===== src/rtl/atriusb_event_writer.sv =====
// -----------------------------------------------------------------------------
// atriusb_event_writer
//
// Purpose:
//   IRS-clock-domain producer for the USB event FIFO. An event descriptor
//   (header word, payload word count) is taken from the event builder. Once the
//   FIFO has room for the whole block, the header, the word count and the
//   payload words are written back-to-back as one contiguous block. After
//   reset the block runs the FIFO reset request/acknowledge handshake with the
//   USB-side readout before it accepts the first event.
//
// Ports:
//   irs_clk_i       in   1  sole clock, rising edge
//   rst_i           in   1  synchronous, active-high reset
//   ev_start_i      in   1  descriptor strobe, sampled while ev_ready_o=1
//   ev_header_i     in  16  header word
//   ev_nwords_i     in  16  payload word count (clamped to MAX_NWORDS)
//   ev_ready_o      out  1  ready for a new descriptor (IDLE)
//   dat_i           in  16  payload word
//   dat_valid_i     in   1  payload word valid
//   dat_ready_o     out  1  payload word accepted when valid && ready
//   fifo_dat_o      out 16  FIFO write data
//   fifo_wr_o       out  1  FIFO write enable
//   fifo_full_i     in   1  FIFO full
//   fifo_nwords_i   in  16  FIFO free words (saturated, registered at source)
//   fifo_rst_req_o  out  1  FIFO reset request to the readout side
//   fifo_rst_ack_i  in   1  FIFO reset acknowledge (already in irs_clk_i domain)
//   ev_done_o       out  1  one-cycle pulse after the last block word
//   ev_count_o      out 16  completed events, wrapping
//   err_o           out  1  sticky: count clamped or FIFO full during HDR/NW
// -----------------------------------------------------------------------------
module atriusb_event_writer #(
  parameter int unsigned MAX_NWORDS = 65533
) (
  input  logic        irs_clk_i,
  input  logic        rst_i,
  input  logic        ev_start_i,
  input  logic [15:0] ev_header_i,
  input  logic [15:0] ev_nwords_i,
  output logic        ev_ready_o,
  input  logic [15:0] dat_i,
  input  logic        dat_valid_i,
  output logic        dat_ready_o,
  output logic [15:0] fifo_dat_o,
  output logic        fifo_wr_o,
  input  logic        fifo_full_i,
  input  logic [15:0] fifo_nwords_i,
  output logic        fifo_rst_req_o,
  input  logic        fifo_rst_ack_i,
  output logic        ev_done_o,
  output logic [15:0] ev_count_o,
  output logic        err_o
);

  localparam logic [15:0] MAX_NW = 16'(MAX_NWORDS);

  typedef enum logic [2:0] {
    S_RST_REQ,
    S_RST_ACK,
    S_IDLE,
    S_WAIT_SPACE,
    S_HDR,
    S_NW,
    S_DATA,
    S_DONE
  } state_t;

  state_t      state_q, state_d;
  logic [15:0] hdr_q;
  logic [15:0] nw_q;
  logic [15:0] rem_q;
  logic [15:0] ev_count_q;
  logic        space_q;
  logic        err_q;
  logic        space_ok;

  // Free space must cover header + count + payload. 17 bits so that
  // nw_q + 2 cannot wrap for the largest counts.
  assign space_ok = ({1'b0, fifo_nwords_i} >= ({1'b0, nw_q} + 17'd2));

  assign ev_count_o = ev_count_q;
  assign err_o      = err_q;

  // Next-state and outputs.
  always_comb begin
    // NOTE: every signal assigned in this block gets a default first, so no
    // path through the case statement can leave one unassigned (no latches).
    state_d        = state_q;
    ev_ready_o     = 1'b0;
    dat_ready_o    = 1'b0;
    fifo_wr_o      = 1'b0;
    fifo_dat_o     = 16'h0000;
    fifo_rst_req_o = 1'b0;
    ev_done_o      = 1'b0;

    unique case (state_q)
      S_RST_REQ: begin
        fifo_rst_req_o = 1'b1;
        if (fifo_rst_ack_i) state_d = S_RST_ACK;
      end
      S_RST_ACK: begin
        if (!fifo_rst_ack_i) state_d = S_IDLE;
      end
      S_IDLE: begin
        ev_ready_o = 1'b1;
        if (ev_start_i) state_d = S_WAIT_SPACE;
      end
      S_WAIT_SPACE: begin
        // The free-word count lags the FIFO by a cycle, so room must be
        // reported on two consecutive cycles before the block is started.
        if (space_ok && space_q) state_d = S_HDR;
      end
      S_HDR: begin
        if (!fifo_full_i) begin
          fifo_wr_o  = 1'b1;
          fifo_dat_o = hdr_q;
          state_d    = S_NW;
        end
      end
      S_NW: begin
        if (!fifo_full_i) begin
          fifo_wr_o  = 1'b1;
          fifo_dat_o = nw_q;
          state_d    = (nw_q != 16'h0000) ? S_DATA : S_DONE;
        end
      end
      S_DATA: begin
        dat_ready_o = !fifo_full_i;
        if (dat_valid_i && !fifo_full_i) begin
          fifo_wr_o  = 1'b1;
          fifo_dat_o = dat_i;
          if (rem_q == 16'd1) state_d = S_DONE;
        end
      end
      S_DONE: begin
        ev_done_o = 1'b1;
        state_d   = S_IDLE;
      end
      default: state_d = S_RST_REQ;
    endcase

    // A reset abandons the event immediately: no write or payload accept in
    // the cycle rst_i is sampled, even though state_q still shows the event.
    if (rst_i) begin
      fifo_wr_o   = 1'b0;
      fifo_dat_o  = 16'h0000;
      dat_ready_o = 1'b0;
    end
  end

  // State and datapath registers.
  always_ff @(posedge irs_clk_i) begin
    if (rst_i) begin
      // NOTE: the descriptor registers are reset as well, so that nothing
      // downstream (including space_ok) ever sees X after power-up.
      state_q    <= S_RST_REQ;
      hdr_q      <= 16'h0000;
      nw_q       <= 16'h0000;
      rem_q      <= 16'h0000;
      ev_count_q <= 16'h0000;
      space_q    <= 1'b0;
      err_q      <= 1'b0;
    end else begin
      // NOTE: non-blocking assignments only, so every register here samples
      // the pre-edge value of every other register.
      state_q <= state_d;
      space_q <= (state_q == S_WAIT_SPACE) && space_ok && (state_d == S_WAIT_SPACE);

      unique case (state_q)
        S_IDLE: begin
          if (ev_start_i) begin
            hdr_q <= ev_header_i;
            if (ev_nwords_i > MAX_NW) begin
              nw_q  <= MAX_NW;
              err_q <= 1'b1;
            end else begin
              nw_q <= ev_nwords_i;
            end
          end
        end
        S_HDR: begin
          if (fifo_full_i) err_q <= 1'b1;
        end
        S_NW: begin
          if (fifo_full_i) err_q <= 1'b1;
          else             rem_q <= nw_q;
        end
        S_DATA: begin
          if (fifo_wr_o) rem_q <= rem_q - 16'd1;
        end
        S_DONE: begin
          ev_count_q <= ev_count_q + 16'd1;
        end
        default: ;
      endcase
    end
  end

endmodule

===== config.mk =====
export PLATFORM = sky130hd
export DESIGN_NAME = atriusb_event_writer
export DESIGN_NICKNAME = d
export VERILOG_FILES = /design/src/rtl/atriusb_event_writer.sv
export SDC_FILE = /design/constraint.sdc
export NUM_CORES = 1
export LEC_CHECK = 0
export ABC_AREA = 0
export BUFFER_PORTS_ARGS = -buffer_cell sky130_fd_sc_hd__buf_2
export CAP_MARGIN = 20
export CORE_MARGIN = 5
export CORE_UTILIZATION = 45
export DETAILED_ROUTE_END_ITERATION = 7
export GPL_TIMING_DRIVEN = 0
export PLACE_DENSITY = 0.72
export SLEW_MARGIN = 25
export SYNTH_ARGS = -nofsm -noshare
export SYNTH_HDL_FRONTEND = slang
export SYNTH_SLANG_ARGS = --single-unit

===== constraint.sdc =====
create_clock -name irs_clk_i -period 2.6 [get_ports irs_clk_i]
set_input_delay 0.13 -clock irs_clk_i [delete_from_list [all_inputs] [get_ports irs_clk_i]]
set_output_delay 0.13 -clock irs_clk_i [all_outputs]
set_load 0.005 [all_outputs]

==> summary.md <==
| Metric | Value |
|---|---|
| First-pass GRT wire length | `21800 um` |
| Final Non-Filler Cells | `789` |
| Die area | `approximately 11000 sq um` |
| Ports | `about 110` |
| Hold_buf cts | `0` |
| Final setup fails | `3` |
| Syn Inst Count | `~550` |
| Die height | `106 um` |
| Post-Synth XOR/XNOR Area | `between 5 and 6%` |
| Crit Path Max Fanout | `3` |
| Final Cycle Share | `104%` |
| FMAX | `about 0.37 GHz` |
| Max VDD drop | `between 0.3 and 0.4 mV` |
| Library cells used by synthesis | `60` |
| Pleak | `2.02 nW` |
| Mux share of post-synthesis cell area | `around 1.3%` |
| HP Class | `in -> reg` |
| Fin Setup TNS | `-227 ps` |
| Crit Path Category | `reg -> reg` |
| Final Worst Setup Slack | `-105 ps` |
| Crit path required time | `2880 ps` |
| Placed cells | `~770` |
| H-tree levels | `3` |
| Register area share after synthesis | `33.5%` |
| Max cap viols | `0` |
| Post-DP HPWL | `slightly below 10000 um` |
| Rel. slew slack | `approximately 55%` |
| Root buffer cell | `clkbuf_8` |
| Status | `finished with violations` |
| Die Wd | `between 100 and 150 um` |
| Worst-Skew Late Latency | `350 ps` |
| Top FF cell, synth | `dfxtp_1` |
| Hold slack | `19.2 ps` |
| GRT Total Usage | `between 20% and 30%` |
| Nets | `roughly 760` |
| Worst reg2reg path endpoint | `state_q[2]` |
| R2R setup slack | `-110 ps` |
| Antenna violations before repair | `0` |
| Pwr/cell area | `about 450 nW/um^2` |
| Failing checks | `negative setup slack` |
| Largest family of logic cells by synthesized area | `simple AND/OR/NAND/NOR gates` |
| CTS tree | `built` |
| Nature of the critical path endpoint | `register` |
| Via count | `4540` |
| Final hold violations | `0` |
| Largest net degree at the start of global routing | `13` |
| Final Slew Violations | `0` |
| Setup crit start kind | `register` |
| Crit path DAT | `2990 ps` |
| Number of global-route vias before repair | `4516` |
| Post-synth EDFFs | `0` |
| Fraction of layout cells with a size suffix above 1 | `26.7%` |
| Placer Congestion | `between 0.9 and 1` |
| CP startpoint | `nw_q[6]` |
| P&R area growth vs syn | `25.8%` |
| Mapped Nets | `approximately 640` |
| Total power | `between 2 and 2.5 mW` |
| DR vias/cell | `about 5.8` |
| Remaining DRCs | `0` |
| ANT cells | `0` |
| DRT Wirelength | `~13000 um` |
| Dpl ws | `-541 ps` |
| TritonCTS buffer count | `9` |
| R2R depth | `11` |
| Period minus WS final | `2710 ps` |
| Core box area | `9060 sq um` |
| Wire per inst | `17.0 um` |
| Compound-Gate Fraction of Synth Area | `between 10% and 20%` |
| CTS max path bufs | `2` |
| Worst hold start | `ev_header_i[14]` |
| Clock-pin transition on the worst setup and hold timing paths | `80 ps` |
| Fill count | `just under 900` |
| RSZ-0062 raised after global routing | `true` |
| Clock Skews | `14.4 ps` |
| Yosys warns | `0` |
| Asr flop ratio synth | `0%` |
| Worst Setup EP | `state_q[2]` |
| #FFs+latches synth | `69` |
| DR iter-0 viols | `325` |
| Actual slew at the worst max-slew pin | `between 600 and 700 ps` |
| Avg Cell Area, Syn | `approximately 7.5 sq um` |
| Port Buffers | `between 100 and 150` |
| RR Startpoint | `nw_q[6]` |
| Clk sink count | `between 60 and 70` |
| Grt ovf | `0` |
| ANT nets after route | `0` |
| Num rows | `35` |
| Initial Utilization | `between 40% and 50%` |
| Area of the mapped netlist | `~4100 sq um` |
| DR pass1 iterations | `6` |
| Synth Area in Simple Gates | `~28%` |
| Adder-Cell Fraction of Synth Area | `between 6 and 7%` |
-- metrics by stage --
stage	cell area, sq um	util, %
final	5180	57.2
after global routing	5180	57.2
after CTS	5140	56.7
after detailed placement	4790	52.8
after global placement	4790	52.8
after floorplan	4120	-
-- kinds of logic (layout without fill, tap and decap cells) --
logic type | Yosys count | in the layout
compound gates | 137 | 137
xor+xnor | 27 | 27
fa+ha+maj | 20 | 20
buf+inv | 48 | 177
flops | 69 | 69
mux | 5 | 5
simple gates | 243 | 243
-- placed cells by master (no fill, tap or decap), drive strengths merged, types with 6 or more instances in the layout --
cell / count
buf: 124
nand2: 96
a21oi: 72
dfxtp: 69
nor2: 59
clkbuf: 34
nand3: 21
o21ai: 21
ha: 20
xor2: 14
xnor2: 13
a22oi: 13
inv: 13
nand4: 12
nor3: 12
nor4: 10
or3: 8
and3: 7
a222oi: 6
-- state kept, by name, indices dropped and copies added, names as in the netlist --
name and count:
ev_count_o 16, hdr_q 16, nw_q 16, rem_q 16, state_q 3, err_o 1, space_q 1
-- routing by layer --
metal	global-route usage (%)	vias up	share of wire (%)
met5	0	-	0
met4	8.60	0	1.8
met3	5.63	24	8.3
met2	40.8	191	49
met1	29.9	2128	41
li1	-	2197	-
-- synthesized netlist by cell type, drive strengths merged (13+ instances only) --
cell    count  area share [%]
clkbuf     25             2.5
nor2       59             5.6
a21oi      72             8.7
a22oi      13             2.4
inv        13             1.2
o21ai      21             2.6
dfxtp      69              34
xor2       14             3.0
nand2      96             8.8
ha         20             6.1
nand3      21             2.6
xnor2      13             2.8
-- timing repair --
item                                    4_1_cts  5_1_grt
pin swaps                                     9       11
endpoints found under the setup margin        5       19
gates cloned                                  0        0
gates resized for setup                      24       15
setup buffers                                 7        4
-- where the power goes --
| group | switching [mW] | total [mW] | internal (mW) |
|---|---|---|---|
| clock | 0.429 | 1.02 | 0.592 |
| sequential | 0.0217 | 1.09 | 1.07 |
| combinational | 0.131 | 0.239 | 0.109 |
-- critical path, stage by stage (launching register included) --
cell      delay [ps]
dfxtp_4          370
and4_4           230
and2_4           170
nand4_1          190
nor2_1           180
xnor2_1           90
ha_1             300
nand4_1          150
o41ai_2          350
a221oi_2         120
a21oi_2          270
a41o_1           210
-- worst min path at each step --
stage                      to  cells past startpoint
global route        hdr_q[14]                      3
finish              hdr_q[14]                      3
detailed placement  hdr_q[12]                      3
global placement     hdr_q[4]                      3
CTS                  hdr_q[8]                      3
floorplan           hdr_q[12]                      2
-- final cells by class --
cell class | count | area [sq um] | area share, %
Tap cell | 111 | 139 | 2.68
Timing Repair Buffer | 117 | 613 | 11.8
Multi-Input combinational cell | 432 | 2590 | 49.9
Clock inverter | 5 | 82.6 | 1.59
Clock buffer | 11 | 151 | 2.92
Buffer | 30 | 154 | 2.97
Sequential cell | 69 | 1400 | 27.1
Inverter | 14 | 52.6 | 1.01
Note: power is estimated with default switching activity, not from simulation.
